`src/rtl/vga_pkg.sv`:
```
// Shared VGA timing definitions: standard mode parameter sets and the
// derivations used to turn porch/sync widths into counter thresholds.
package vga_pkg;

    typedef struct packed {
        logic [15:0] h_active;
        logic [15:0] h_fp;
        logic [15:0] h_sync;
        logic [15:0] h_bp;
        logic [15:0] v_active;
        logic [15:0] v_fp;
        logic [15:0] v_sync;
        logic [15:0] v_bp;
        logic        hs_pol;
        logic        vs_pol;
    } vga_mode_t;

    localparam vga_mode_t VGA_640x480_60 = '{
        h_active: 16'd640, h_fp: 16'd16, h_sync: 16'd96,  h_bp: 16'd48,
        v_active: 16'd480, v_fp: 16'd10, v_sync: 16'd2,   v_bp: 16'd33,
        hs_pol: 1'b0, vs_pol: 1'b0
    };

    localparam vga_mode_t VGA_800x600_60 = '{
        h_active: 16'd800, h_fp: 16'd40, h_sync: 16'd128, h_bp: 16'd88,
        v_active: 16'd600, v_fp: 16'd1,  v_sync: 16'd4,   v_bp: 16'd23,
        hs_pol: 1'b1, vs_pol: 1'b1
    };

    function automatic int unsigned axis_total(input int unsigned active, input int unsigned fp,
                                               input int unsigned sync, input int unsigned bp);
        return active + fp + sync + bp;
    endfunction

    function automatic int unsigned sync_start(input int unsigned active, input int unsigned fp);
        return active + fp;
    endfunction

endpackage

```
`src/rtl/vga_axis_counter.sv`:
```
// One raster axis: a wrapping position counter plus region decode of the
// current (pre-increment) count.
module vga_axis_counter
    import vga_pkg::*;
#(
    parameter int unsigned ACTIVE = 640,
    parameter int unsigned FP     = 16,
    parameter int unsigned SYNC   = 96,
    parameter int unsigned BP     = 48,
    parameter int unsigned CNT_W  = 11
) (
    input  logic             clk,
    input  logic             rst,
    input  logic             en,
    output logic [CNT_W-1:0] cnt,
    output logic             wrap,
    output logic             in_active,
    output logic             in_sync
);

    localparam int unsigned TOTAL    = axis_total(ACTIVE, FP, SYNC, BP);
    localparam int unsigned SYNC_BEG = sync_start(ACTIVE, FP);
    localparam int unsigned SYNC_END = SYNC_BEG + SYNC;
    localparam int unsigned XW       = CNT_W + 1;

    if ((64'd1 << CNT_W) < 64'(TOTAL)) begin : g_width_check
        $error("vga_axis_counter: CNT_W too small for axis total");
    end

    // One spare bit so thresholds equal to 2**CNT_W still compare correctly
    logic [XW-1:0] cnt_x;
    assign cnt_x     = {1'b0, cnt};
    assign wrap      = (cnt_x == XW'(TOTAL - 1));
    assign in_active = (cnt_x < XW'(ACTIVE));
    assign in_sync   = (cnt_x >= XW'(SYNC_BEG)) && (cnt_x < XW'(SYNC_END));

    always_ff @(posedge clk) begin
        if (rst) begin
            cnt <= '0;
        end else if (en) begin
            cnt <= wrap ? '0 : cnt + 1'b1;
        end
    end

endmodule

```
`src/rtl/vga_timing_gen.sv`:
```
// Parametrised VGA raster timing generator with pixel clock-enable; outputs
// are registered from the pre-increment counters (one pixel tick of latency).
module vga_timing_gen
    import vga_pkg::*;
#(
    parameter int unsigned H_ACTIVE = 32'(VGA_640x480_60.h_active),
    parameter int unsigned H_FP     = 32'(VGA_640x480_60.h_fp),
    parameter int unsigned H_SYNC   = 32'(VGA_640x480_60.h_sync),
    parameter int unsigned H_BP     = 32'(VGA_640x480_60.h_bp),
    parameter int unsigned V_ACTIVE = 32'(VGA_640x480_60.v_active),
    parameter int unsigned V_FP     = 32'(VGA_640x480_60.v_fp),
    parameter int unsigned V_SYNC   = 32'(VGA_640x480_60.v_sync),
    parameter int unsigned V_BP     = 32'(VGA_640x480_60.v_bp),
    parameter bit          HS_POL   = VGA_640x480_60.hs_pol,
    parameter bit          VS_POL   = VGA_640x480_60.vs_pol,
    parameter int unsigned CNT_W    = 11
) (
    input  logic             clk,
    input  logic             rst,
    input  logic             pix_ce,
    output logic             hsync,
    output logic             vsync,
    output logic             de,
    output logic             vblank,
    output logic [CNT_W-1:0] pixel_x,
    output logic [CNT_W-1:0] pixel_y,
    output logic             line_start,
    output logic             frame_start
);

    logic [CNT_W-1:0] h_cnt;
    logic [CNT_W-1:0] v_cnt;
    logic             h_wrap, h_active, h_sync;
    logic             v_wrap, v_active, v_sync;
    logic             v_en;
    // Set while the counters sit at the frame origin (after reset or a full-frame wrap)
    logic             at_origin;

    assign v_en = pix_ce & h_wrap;

    vga_axis_counter #(
        .ACTIVE(H_ACTIVE), .FP(H_FP), .SYNC(H_SYNC), .BP(H_BP), .CNT_W(CNT_W)
    ) u_h_axis (
        .clk(clk), .rst(rst), .en(pix_ce),
        .cnt(h_cnt), .wrap(h_wrap), .in_active(h_active), .in_sync(h_sync)
    );

    vga_axis_counter #(
        .ACTIVE(V_ACTIVE), .FP(V_FP), .SYNC(V_SYNC), .BP(V_BP), .CNT_W(CNT_W)
    ) u_v_axis (
        .clk(clk), .rst(rst), .en(v_en),
        .cnt(v_cnt), .wrap(v_wrap), .in_active(v_active), .in_sync(v_sync)
    );

    always_ff @(posedge clk) begin
        if (rst) begin
            at_origin   <= 1'b1;
            hsync       <= ~HS_POL;
            vsync       <= ~VS_POL;
            de          <= 1'b0;
            vblank      <= 1'b0;
            pixel_x     <= '0;
            pixel_y     <= '0;
            line_start  <= 1'b0;
            frame_start <= 1'b0;
        end else if (pix_ce) begin
            at_origin   <= h_wrap & v_wrap;
            hsync       <= h_sync ? HS_POL : ~HS_POL;
            vsync       <= v_sync ? VS_POL : ~VS_POL;
            de          <= h_active & v_active;
            vblank      <= ~v_active;
            pixel_x     <= h_cnt;
            pixel_y     <= v_cnt;
            line_start  <= (h_cnt == '0);
            frame_start <= at_origin;
        end else begin
            line_start  <= 1'b0;
            frame_start <= 1'b0;
        end
    end

endmodule

```
`config.mk`:
```
export PLATFORM = sky130hd
export DESIGN_NAME = vga_timing_gen
export DESIGN_NICKNAME = d
export VERILOG_FILES = /design/src/rtl/vga_pkg.sv /design/src/rtl/vga_axis_counter.sv /design/src/rtl/vga_timing_gen.sv
export SDC_FILE = /design/constraint.sdc
export NUM_CORES = 1
export LEC_CHECK = 0
export ABC_AREA = 1
export ABC_CLOCK_PERIOD_IN_PS = 2100
export BUFFER_PORTS_ARGS = -buffer_cell sky130_fd_sc_hd__buf_2
export CORE_AREA = 2 2 68 70
export DETAILED_ROUTE_END_ITERATION = 10
export DIE_AREA = 0 0 70 72
export GPL_TIMING_DRIVEN = 0
export PLACE_DENSITY = 0.72
export SETUP_SLACK_MARGIN = 0.5
export SLEW_MARGIN = 20
export SYNTH_ARGS = -nofsm -noshare
export SYNTH_HDL_FRONTEND = slang
export SYNTH_SLANG_ARGS = --single-unit
export TNS_END_PERCENT = 1
```
`constraint.sdc`:
```
create_clock -name clk -period 2.1 [get_ports clk]
set_clock_uncertainty 0.2 [all_clocks]
set_input_delay 0.42 -clock clk [delete_from_list [all_inputs] [get_ports clk]]
set_output_delay 0.42 -clock clk [all_outputs]
set_load 0.01 [all_outputs]
```
Yosys cells after proc, flatten, opt, wreduce, memory -nomap -nowiden
Index checks and enable logic that the tools add are counted.
- register bits: 51
- bits of input ports: 3
- output and inout bits: 28
- $add $sub $neg: 2
- $lt $le $gt $ge: 6
- equal/unequal tests: 2
- muxes and demuxes: 4
- bitwise operators: 5
- reduce and logical (&&, ||, !) cells: 4
- operators by type and width (kind ; number):
    adder 11 x 1 -> 11 bit, second input constant ; 2
    equality test 11 x 10 -> 1 bit, second input constant ; 2
    < comparator 11 x 10 -> 1 bit, second input constant ; 2
    < comparator 11 x 9 -> 1 bit, second input constant ; 2
    2-to-1 mux 11 bit ; 2
    greater-or-equal comparator 11 x 10 -> 1 bit, second input constant ; 1
    greater-or-equal comparator 11 x 9 -> 1 bit, second input constant ; 1
    logical NOT 11 bit ; 1
    AND 1 bit ; 3
    logical AND 1 bit ; 2
    2-to-1 mux 1 bit ; 2
    inverter 1 bit ; 2
    OR reduction 2 bit ; 1

Logic depth before layout (Yosys ltp)
Gate-level depths: netlist of run 1.
- depth after elaboration: 3
- depth in mapped cells: 9

Hierarchy
A second synthesis of run 1 with hierarchy kept.
- cell total of the unflattened synthesis: 302
- area, all modules: 2240.9 um^2
- modules (own cells, without submodules) (module ; times used ; cells each ; area an instance (um^2)):
    vga_timing_gen ; 1 ; 132 ; 1026.0
    vga_axis_counter at u_v_axis ; 1 ; 88 ; 623.1
    vga_axis_counter at u_h_axis ; 1 ; 82 ; 591.8

Worst setup path before layout of run 1
OpenSTA, ideal clock, no wires.
- path kind: in2reg
- start: input port pix_ce
- end: register u_v_axis.cnt[10]
- library setup time: 0.118 ns
- arrival time: 1.203 ns
- slack: 0.579 ns
- cell stages on the path: 8
- buffers on the path: 1
- cells stage by stage: buf_4 -> nand2_1 -> nor2_4 -> nand2_4 -> nand2_8 -> nand2_4 -> nand2_1 -> nor2_1
- longest elaborated chain between the ends: 1
- RTL lines (item ; RTL line ; source):
    start, declared ; vga_timing_gen.sv:20 ; input logic pix_ce,
    AND 1 bit ; vga_timing_gen.sv:39 ; assign v_en = pix_ce & h_wrap;
    end signal, assigned ; vga_axis_counter.sv:41 ; cnt <= wrap ? '0 : cnt + 1'b1;
    end, declared ; vga_axis_counter.sv:15 ; output logic [CNT_W-1:0] cnt,
Every way passes these cells.
A chain may end at the register's enable or synchronous reset.

Worst setup path after layout of run 1
- start: register u_h_axis.cnt[0]
- end: register u_v_axis.cnt[7]
- longest elaborated chain between the ends: 2
- RTL lines (item ; RTL line ; source):
    start, declared ; vga_axis_counter.sv:15 ;
    start signal, assigned ; vga_axis_counter.sv:41 ;
    equality test 11 x 10 -> 1 bit ; vga_axis_counter.sv:33 ; assign wrap = (cnt_x == XW'(TOTAL - 1));
    AND 1 bit ; vga_timing_gen.sv:39 ;
Every way passes these cells.

==> out/results.ini, run 1 <==
[status]
status = completed

[worst_setup_path]
crit_buf_inv = 0
path_max_fanout = 10
slowest_delay_ns = 0.38
endpoint_kind = flip-flop
worstSetupStartpointType = flip-flop
crit_slowest_cell = dfxtp_4
crit_family = simple AND/OR/NAND/NOR gates
crit_type = reg -> reg
crit_chain = ha_4, nand2_1, nor2_4, nand2_4, nand2_8, nand2_8, nand2_1, nor2_1
crit_arrival_ns = 1.56
crit_required_ns = 2.10

[route]
dr.pass1.iters = 5
drc = 0
wire_per_inst_um = 14.23
num_vias = 2081
totalWireLength_um = 5564
wl_met1_um = 2337
drtIter0Drc = 195
wl_met3_um = 327
top_layer = met4
routed-wl-met2_um = 2737
viasPerCell = 5.322
ant_nets = 0

[logic_synthesis]
avgSynthCellArea_um2 = 7.486
synth_top_cell_by_area = dfxtp_1
synthesis.nets = 309
synth.cell_area_um2 = 2261
synth.yosys.seq_area_share_pct = 45.16
synthTopCellsByArea = dfxtp_1, nand2_1, nor2_1
syn_inst = 302
ys_ff_latch = 51
synth_edf_count = 0
synth_ff_type = dfxtp_1
synth_cell_types = 31
async_flop_share_pct = 0
synth_top_area_share_pct = 45.16
yosys_warnings = 0
synth_common_cells = dfxtp_1, nand2_1, nor2_1
synth_most_common_cell = dfxtp_1

[clock_tree]
clock_path_buffers = 2
clock_latency_ns = 0.30
cts_buffers = 5
cts_tree = built
htree_levels = 2
cts.sinks = 51
cts-root-buf = clkbuf_8
path_clk_slew_ns = 0.09

[final_layout]
nNetsFinal = 346
register_area_um2 = 1036
area_growth_pct = 18.15
fin_cells = 391
fillerInstances = 390
diodes = 0
multi_input_area_um2 = 1136
drive_above_1_share_pct = 22.71
fin_util_pct = 62.65

[power_and_ir_drop]
power_frac_seq_pct = 59.6
p_comb_share_pct = 8.0
pwr-share-clk_pct = 32.4
swShare_pct = 24.84
power.internal_mw = 1.273
p_leak_nw = 1.110
ir_worst_vdd_uv = 383.0
powerDensity_nw_per_um2 = 633.9
p_switching_mw = 0.4207

[timing]
worst_pin_slew_ns = 0.4690
setup_viol = 0
fmax_ghz = 0.6412
hold_viol = 0
finalCritPeriodShare_pct = 74.27
drv_slew = 0
relSlewSlack_pct = 68.73
setup_tns_ns = 0
hold_ws_ns = 0.2537
grt_setup_unrepaired = true
fin_crit_ns = 1.560

[placement]
dp.cells = 382
gp_congestion = 0.9218
hpwl_um = 3985
io_buffer_count = 28

[hold_path]
hold_class = reg -> reg

[global_route]
overflow = 0
grt_pass1_wl_um = 9032
grt_max_degree = 16
grtUsageTotal_pct = 22.58
antenna_found_initial = 0
grt_pass1_vias = 1948

[floorplanning]
ioPinCount = 31
core_um2 = 4264
die_area_um2 = 5040
start_util_pct = 53.02
rows = 24
die_w_um = 70
die_y_um = 72

[flow_run]
max_cap_viol_count = 0

cell families (layout without fill, tap and decap cells):
family	Yosys count	in the layout	share of synthesized area, %
DFF	51	51	45.16
adders and majority gates	4	4	2.214
xor gates and xnor gates	4	4	1.549
and+or+nand+nor	134	134	28.61
AOI/OAI and AO/OA	60	60	13.95
buffers and inverters	49	86	8.522
placed cells by master (no fill, tap or decap), types with 2 or more instances in the layout:
cell,count
buf_4,2
o22ai_1,2
nand3_1,14
ha_1,2
o21ai_0,19
nor3_1,11
dfxtp_4,3
nor3b_1,2
nor2_2,4
nand2_1,44
nor2_1,39
nand2_4,2
inv_1,35
clkinv_2,2
clkbuf_8,5
nand3_2,4
nor2_4,3
nand2_8,2
dfxtp_1,45
dfxtp_2,3
clkbuf_1,6
nand4_1,5
inv_2,3
o21ai_2,4
a21oi_1,27
xor2_1,4
o21ai_1,4
buf_2,30
per-layer routing:
metal,vias up,GRT usage (%)
li1,1056,-
met1,937,27.46
met2,74,39.47
met3,14,4.167
met4,0,9.615
met5,-,0
per-stage QoR:
stage	setup WS [ns]	power (mW)	area, um^2
4_1_cts	0.4994	1.708	2584
5_1_grt	0.4707	1.761	2671
3_5_place_dp	0.3227	1.162	2466
3_3_place_gp	0.3351	1.160	2466
2_1_floorplan	0.5788	1.114	2261
6_report	0.5403	1.693	2671
worst reg2reg max path, delay by kind of cell (launching register included):
family	cells	cell delay (ns)
adders and majority gates	1	0.14
DFF	1	0.38
and+or+nand+nor	7	0.74
power groups by stage:
stage	Sequential, mW	Combinational (mW)	Clock, mW
after floorplan	1.04	0.0691	0
after global placement	1.03	0.127	0
after detailed placement	1.03	0.129	0
after CTS	1.01	0.131	0.565
after global routing	1.01	0.152	0.596
final	1.01	0.135	0.548
timing repair:
action | 4_1_cts | 5_1_grt
setup buffers | 1 | 1
hold buffers | 0 | 0
resized for setup | 9 | 23
setup endpoints to repair | 12 | 11
endpoints found under the hold margin | 0 | 0
gates cloned | 0 | 0
pin swaps | 3 | 4
final timing paths:
check / startpoint / slack [ns] / depth (start not counted) / endpoint
min: at_origin / 0.25 / 2 / frame_start
max reg2reg: u_h_axis.cnt[0] / 0.54 / 8 / u_v_axis.cnt[7]
max: u_h_axis.cnt[0] / 0.54 / 8 / u_v_axis.cnt[7]
min reg2reg: at_origin / 0.25 / 2 / frame_start
flip-flops by register name, summed over array words and instances (netlist names):
register / flops
line_start: 1
de: 1
pixel_y: 11
frame_start: 1
hsync: 1
u_h_axis.cnt: 11
vsync: 1
u_v_axis.cnt: 11
pixel_x: 11
vblank: 1
at_origin: 1
layout make-up:
| class | count | area share, % |
|---|---|---|
| Multi-Input combinational cell | 202 | 42.53 |
| Sequential cell | 51 | 38.78 |
| Timing Repair Buffer | 30 | 5.948 |
| Inverter | 39 | 5.527 |
| Clock buffer | 5 | 2.576 |
| Tap cell | 52 | 2.436 |
| Buffer | 10 | 1.686 |
| Clock inverter | 2 | 0.5152 |
Note: power is estimated with default switching activity, not from simulation.
==> run 2, diff against run 1 <==
Settings changed: ABC_AREA 1 to 0, ABC_CLOCK_PERIOD_IN_PS 2100 to 1400, CORE_AREA 2 2 68 70 to 2 2 70 72, DIE_AREA 0 0 70 72 to 0 0 72 74.
Clock period 2.1 ns to 1.4 ns, I/O delays scaled along.
==> run 2 against run 1 <==
- the run now ends with setup timing left
- via count decreased by 4.9%
- worst hold slack got worse by 0.10 ns
- critical endpoint is now u_v_axis.cnt[2]
- worst setup slack got worse by 0.89 ns
==> out/results.ini, run 2 <==
[final_layout]
diodes = 0  ; unchanged
final_cell_area_um2 = 3117  ; +17%
final_cell_mix = buf_6, nor2_1, dfxtp_2
drive_above_1_share_pct = 44.22  ; +22 points
layout_commonest_cell = buf_6
nNetsFinal = 300  ; -13%
area_growth_pct = 36.27

[timing]
worst_slack_ns = -0.3470  ; -0.8874 ns
grt_setup_unrepaired = true
fin_crit_ns = 1.747  ; +0.1874 ns
worst_pin_slew_ns = 0.5066  ; +0.03757 ns
relSlewSlack_pct = 66.23  ; -2.5 points
setup_viol = 21  ; +21
drv_slew = 0  ; unchanged
finalCritPeriodShare_pct = 124.8  ; +51 points
hold_viol = 0  ; unchanged
setup_tns_ns = -5.181  ; -5.181 ns
fmax_ghz = 0.5724  ; -11%

[route]
totalWireLength_um = 5452  ; -2.0%
drc = 0  ; unchanged
drtIter0Drc = 161  ; -17%
viasPerCell = 5.687  ; +6.8%
wire_per_inst_um = 15.67  ; +10%
ant_nets = 0  ; unchanged
dr.pass1.iters = 4  ; -1
num_vias = 1979  ; -4.9%

[floorplanning]
start_util_pct = 49.74  ; -3.3 points
die_y_um = 74  ; +2.8%
die_w_um = 72  ; +2.9%
die_area_um2 = 5328  ; +5.7%
rows = 25  ; +4.2%
core_um2 = 4598  ; +7.8%
ioPinCount = 31  ; unchanged

[logic_synthesis]
synth.yosys.seq_area_share_pct = 44.64  ; -0.52 points
synthesis.nets = 250  ; -19%
ys_ff_latch = 51  ; unchanged
syn_inst = 243  ; -20%
synth_edf_count = 0  ; unchanged
synth_top_cell_by_area = dfxtp_1
synth_common_cells = dfxtp_1, nor2_1, mux2i_1
yosys_warnings = 0  ; unchanged
synth_top_area_share_pct = 44.64  ; -0.52 points
synth_most_common_cell = dfxtp_1
synth_ff_type = dfxtp_1
synthTopCellsByArea = dfxtp_1, mux2i_1, nor2_1
synth.cell_area_um2 = 2287  ; +1.2%
synth_cell_types = 42  ; +35%
avgSynthCellArea_um2 = 9.412  ; +26%
async_flop_share_pct = 0  ; unchanged

[clock_tree]
clock_path_buffers = 2  ; unchanged
clock_latency_ns = 0.31  ; about the same
cts_buffers = 5  ; unchanged
cts_tree = built
cts-root-buf = clkbuf_8
htree_levels = 2  ; unchanged
cts_hold_buf = 0  ; unchanged
cts.sinks = 51  ; unchanged
path_clk_slew_ns = 0.10  ; about the same

[worst_setup_path]
crit_end = u_v_axis.cnt[2]
path_max_fanout = 5  ; -5
r2r_start = u_v_axis.cnt[1]
crit_slowest_cell = dfxtp_4
crit_required_ns = 1.41  ; -0.69 ns
crit_cells = 7  ; -1
worstSetupStartpointType = flip-flop
r2r.worst_path.cells = 7  ; -1
regToRegSetupSlack_ns = -0.35  ; -0.89 ns
crit_type = reg -> reg
startpoint = u_v_axis.cnt[1]
crit_arrival_ns = 1.75  ; +0.19 ns
crit_buf_inv = 2  ; +2
slowest_delay_ns = 0.38  ; about the same
r2r_end = u_v_axis.cnt[2]
endpoint_kind = flip-flop
crit_family = simple AND/OR/NAND/NOR gates
crit_chain = inv_4, ha_4, nor4bb_4, nand4_1, o21bai_4, buf_6, nor2_1

[global_route]
antenna_found_initial = 0  ; unchanged
grt_pass1_vias = 1778  ; -8.7%
grt_max_degree = 16  ; unchanged
grt_pass1_wl_um = 8735  ; -3.3%
grtUsageTotal_pct = 21.13  ; -1.5 points
overflow = 0  ; unchanged

[power_and_ir_drop]
power_frac_seq_pct = 59.6  ; about the same
p_switching_mw = 0.5903  ; +40%
p_comb_share_pct = 6.4  ; -1.6 points
power.internal_mw = 1.878  ; +48%
swShare_pct = 23.92  ; -0.93 points
powerDensity_nw_per_um2 = 791.9  ; +25%
ir_worst_vdd_uv = 612.7  ; +60%
pwr-share-clk_pct = 34.0  ; +1.6 points
p_leak_nw = 1.244  ; +12%

[placement]
gp_congestion = 0.8008  ; -13%
dpl_cell_area_um2 = 2536  ; +2.8%
hpwl_um = 3265  ; -18%
io_buffer_count = 29  ; +3.6%

[status]
violations = setup timing
status = finished with violations

[hold_path]
hold_class = in -> reg
whs_path_depth = 3  ; +1

[flow_run]
max_cap_viol_count = 0  ; unchanged

[run 2: power groups by stage]
stage	clock network [mW]	registers [mW]	logic, mW
after floorplan	0	1.52	0.0821
after global placement	0	1.51	0.120
after detailed placement	0	1.51	0.122
after CTS	0.845	1.47	0.149
after global routing	0.910	1.47	0.172
final	0.840	1.47	0.158
[run 2: cell type report]
class                      instances  area, um^2
timing repair buffer              43       414.1
fill                             345        1481
buffer                            19       146.4
clock buffer                       6       72.57
multi-input combinational        167        1300
tap                               54       67.56
inverter                           6       27.53
clock inverter                     2       11.26
sequential                        51        1077
[run 2: per-layer routing]
metal	global-route usage (%)	share of wire, %	vias up
li1	-	-	965
met1	31.00	48	960
met2	31.07	47	46
met3	3.388	3.7	8
met4	8.595	1.5	0
met5	0	0	-
[run 2: cells by family after synthesis]
logic type               count (synthesis)  synth area share (%)
AO/OA/AOI/OAI                           25                 6.620
buffers and inverters                   25                 5.415
multiplexers                            22                 9.628
AND/OR/NAND/NOR                        104                 26.92
XOR/XNOR                                12                 4.595
adder cells (fa/ha/maj)                  4                 2.188
flip-flops                              51                 44.64
[run 2: worst min path at each step]
stage	start	end	slack (ns)
floorplan	at_origin	at_origin	0.22
global placement	at_origin	at_origin	0.23
detailed placement	at_origin	at_origin	0.23
CTS	rst	line_start	0.12
global route	rst	line_start	0.16
finish	rst	line_start	0.15
[run 2: worst min-delay path, delay by kind of cell]
family	cells	cell delay, ns
buffers and inverters	1	0.14
AND/OR/NAND/NOR	2	0.21
[run 2: what timing repair did]
| action | in CTS | in global routing |
|---|---|---|
| setup buffers | 9 | 4 |
| pin swaps | 11 | 6 |
| resized for setup | 90 | 16 |
| gates cloned | 1 | 0 |
| setup endpoints to repair | 79 | 79 |
[run 2: metrics by stage]
stage	instances	setup slack [ns]	power, mW	hold WS [ns]	utilization (%)
global route	348	-0.3997	2.554	0.1585	67.78
finish	348	-0.3470	2.468	0.1530	67.78
global placement	326	-0.3783	1.633	0.2279	55.16
floorplan	243	-0.2146	1.598	0.2220	-
CTS	344	-0.2861	2.467	0.1155	65.58
detailed placement	326	-0.3752	1.636	0.2342	55.16
==> run 3, diff against run 2 <==
Settings changed: ABC_CLOCK_PERIOD_IN_PS 1400 to 1740, CORE_AREA 2 2 70 72 to 2 2 68 70, DIE_AREA 0 0 72 74 to 0 0 70 72, PLACE_DENSITY 0.72 to 0.73.
Clock period 1.4 ns to 1.74 ns, I/O delays scaled along.
==> run 3 against run 2 <==
- the run now ends clean
- clock power fell by 21%
- routed wire length rose by 5.2%
- combinational power fell by 15%
- first-iteration DRC count fell by 8.1%
- worst setup slack improved by 0.36 ns
- critical path depth did not move
- utilization rose by 6.5 points
- flip-flop and latch count did not move
- cell area rose by 1.6%
- count of clock-buffer cells in the layout fell by 1
- largest cell class unchanged
==> out/results.ini, run 3 (synthesis gave the netlist of run 2 again) <==
[flow_run]
max_cap_viol_count = 0  ; unchanged

[timing]
fmax_ghz = 0.5774  ; +0.88%
setup_viol = 0  ; -100%
worst_pin_slew_ns = 0.5462  ; +0.03957 ns
fin_crit_ns = 1.732  ; -0.01517 ns
setup_tns_ns = 0  ; +5.181 ns
relSlewSlack_pct = 63.59  ; -2.6 points
drv_slew = 0  ; unchanged
hold_viol = 0  ; unchanged
worst_slack_ns = 0.008134  ; +0.3552 ns
finalCritPeriodShare_pct = 99.53  ; -25 points
grt_setup_unrepaired = true

[final_layout]
final_cell_area_um2 = 3167  ; +1.6%
fin_util_pct = 74.27  ; +6.5 points
multi_input_area_um2 = 1333  ; +2.5%
register_area_um2 = 1072  ; -0.46%
fin_cells = 348  ; unchanged
drive_above_1_share_pct = 45.95  ; +1.7 points
area_growth_pct = 38.46
fillerInstances = 296  ; -14%
diodes = 0  ; unchanged
final_cell_mix = buf_6, nor2_1, dfxtp_2
layout_commonest_cell = buf_6
nNetsFinal = 302  ; +0.67%

[floorplanning]
die_area_um2 = 5040  ; -5.4%
core_um2 = 4264  ; -7.3%
ioPinCount = 31  ; unchanged
rows = 24  ; -4.0%
die_y_um = 72  ; -2.7%
die_w_um = 70  ; -2.8%
start_util_pct = 53.64  ; +3.9 points

[worst_setup_path]
crit_slowest_cell = dfxtp_4
crit_required_ns = 1.73  ; +0.32 ns
crit_type = reg -> reg
slowest_delay_ns = 0.39  ; about the same
worstSetupStartpointType = flip-flop
crit_chain = inv_4, ha_4, nor4bb_4, nand4_1, o21bai_4, buf_6, a21oi_2
crit_arrival_ns = 1.72  ; -0.03 ns
path_max_fanout = 5  ; unchanged
endpoint_kind = flip-flop

[power_and_ir_drop]
p_comb_share_pct = 6.8  ; +0.4 points
p_leak_nw = 1.271  ; +2.1%
swShare_pct = 23.62  ; -0.29 points
powerDensity_nw_per_um2 = 624.7  ; -21%
p_switching_mw = 0.4673  ; -21%
ir_worst_vdd_uv = 524.0  ; -14%
power.internal_mw = 1.511  ; -20%
pwr-share-clk_pct = 33.4  ; -0.6 points
power_frac_seq_pct = 59.9  ; +0.3 points

[status]
status = completed

[clock_tree]
cts_hold_buf = 0  ; unchanged
clock_latency_ns = 0.30  ; about the same
cts-root-buf = clkbuf_8
clock_path_buffers = 2  ; unchanged
cts_tree = built
htree_levels = 2  ; unchanged
cts.sinks = 51  ; unchanged
cts_buffers = 5  ; unchanged
path_clk_slew_ns = 0.09  ; about the same

[global_route]
grt_pass1_wl_um = 9149  ; +4.7%
overflow = 0  ; unchanged
grt_max_degree = 16  ; unchanged
antenna_found_initial = 0  ; unchanged
grt_pass1_vias = 1914  ; +7.6%
grtUsageTotal_pct = 22.75  ; +1.6 points

[route]
drtIter0Drc = 148  ; -8.1%
drc = 0  ; unchanged
dr.pass1.iters = 4  ; unchanged
ant_nets = 0  ; unchanged
totalWireLength_um = 5735  ; +5.2%
num_vias = 2025  ; +2.3%
viasPerCell = 5.819  ; +2.3%
wire_per_inst_um = 16.48  ; +5.2%

[placement]
dp_slack_ns = -0.07228  ; +0.3029 ns
dpl_cell_area_um2 = 2540  ; +0.15%
gp_congestion = 0.8166  ; +2.0%
hpwl_um = 3412  ; +4.5%
io_buffer_count = 29  ; unchanged
dp.cells = 324  ; -0.61%

[hold_path]
hold_class = in -> reg

[run 3: cell count changes in the layout (fill, tap and decap cells not counted), moves of 2 or more]
| cell | change |
|---|---|
| clkinv_2 | +2 |
| buf_4 | +2 |
| clkbuf_1 | -2 |
| dfxtp_1 | +2 |
| and4_1 | +2 |
| nor4_1 | -2 |
| inv_1 | -2 |
[run 3: final cells by class]
cell class | instances | area share [%]
Buffer | 19 | 4.741
Clock buffer | 5 | 2.173
Clock inverter | 3 | 0.4741
Inverter | 6 | 0.9482
Multi-Input combinational cell | 167 | 42.08
Sequential cell | 51 | 33.86
Tap cell | 52 | 2.055
Timing Repair Buffer | 45 | 13.67
[run 3: timing repair]
action                                  CTS  global route
endpoints found under the setup margin   64            64
buffers inserted                         13             2
pin swaps                                11            10
gates cloned                              1             0
resized for setup                        30            82
[run 3: critical path, delay by kind of cell, from the launching register on]
kind | cells | cell delay (ns)
AO/OA/AOI/OAI | 2 | 0.27
adder cells (fa/ha/maj) | 1 | 0.11
buffers and inverters | 2 | 0.22
flip-flops | 1 | 0.39
AND/OR/NAND/NOR | 2 | 0.42
[run 3: metal layers]
layer  GRT usage (%)  share of wire (%)  up-vias
met5               0                  0        -
li1                -                  -      970
met1           30.35                 45      964
met4           8.333                2.0        0
met3           4.861                5.8       14
met2           36.72                 47       77
[run 3: power by group through the flow]
stage	clock network, mW	registers (mW)	logic (mW)
final	0.660	1.18	0.134
after global routing	0.711	1.19	0.146
after CTS	0.668	1.18	0.117
after detailed placement	0	1.22	0.100
after global placement	0	1.22	0.0983
after floorplan	0	1.22	0.0675
[run 3: final timing paths]
| path | startpoint | endpoint | slack [ns] | cells past startpoint |
|---|---|---|---|---|
| max | u_v_axis.cnt[1] | u_v_axis.cnt[7] | 0.008 | 7 |
| min | rst | line_start | 0.19 | 3 |
| max reg2reg | u_v_axis.cnt[1] | u_v_axis.cnt[7] | 0.008 | 7 |
| min reg2reg | at_origin | at_origin | 0.26 | 1 |
[run 3: through the flow]
| step | hold slack, ns | power, mW |
|---|---|---|
| detailed placement | 0.2367 | 1.318 |
| CTS | 0.1805 | 1.968 |
| global placement | 0.2285 | 1.316 |
| finish | 0.1948 | 1.978 |
| floorplan | 0.2220 | 1.287 |
| global route | 0.2073 | 2.044 |
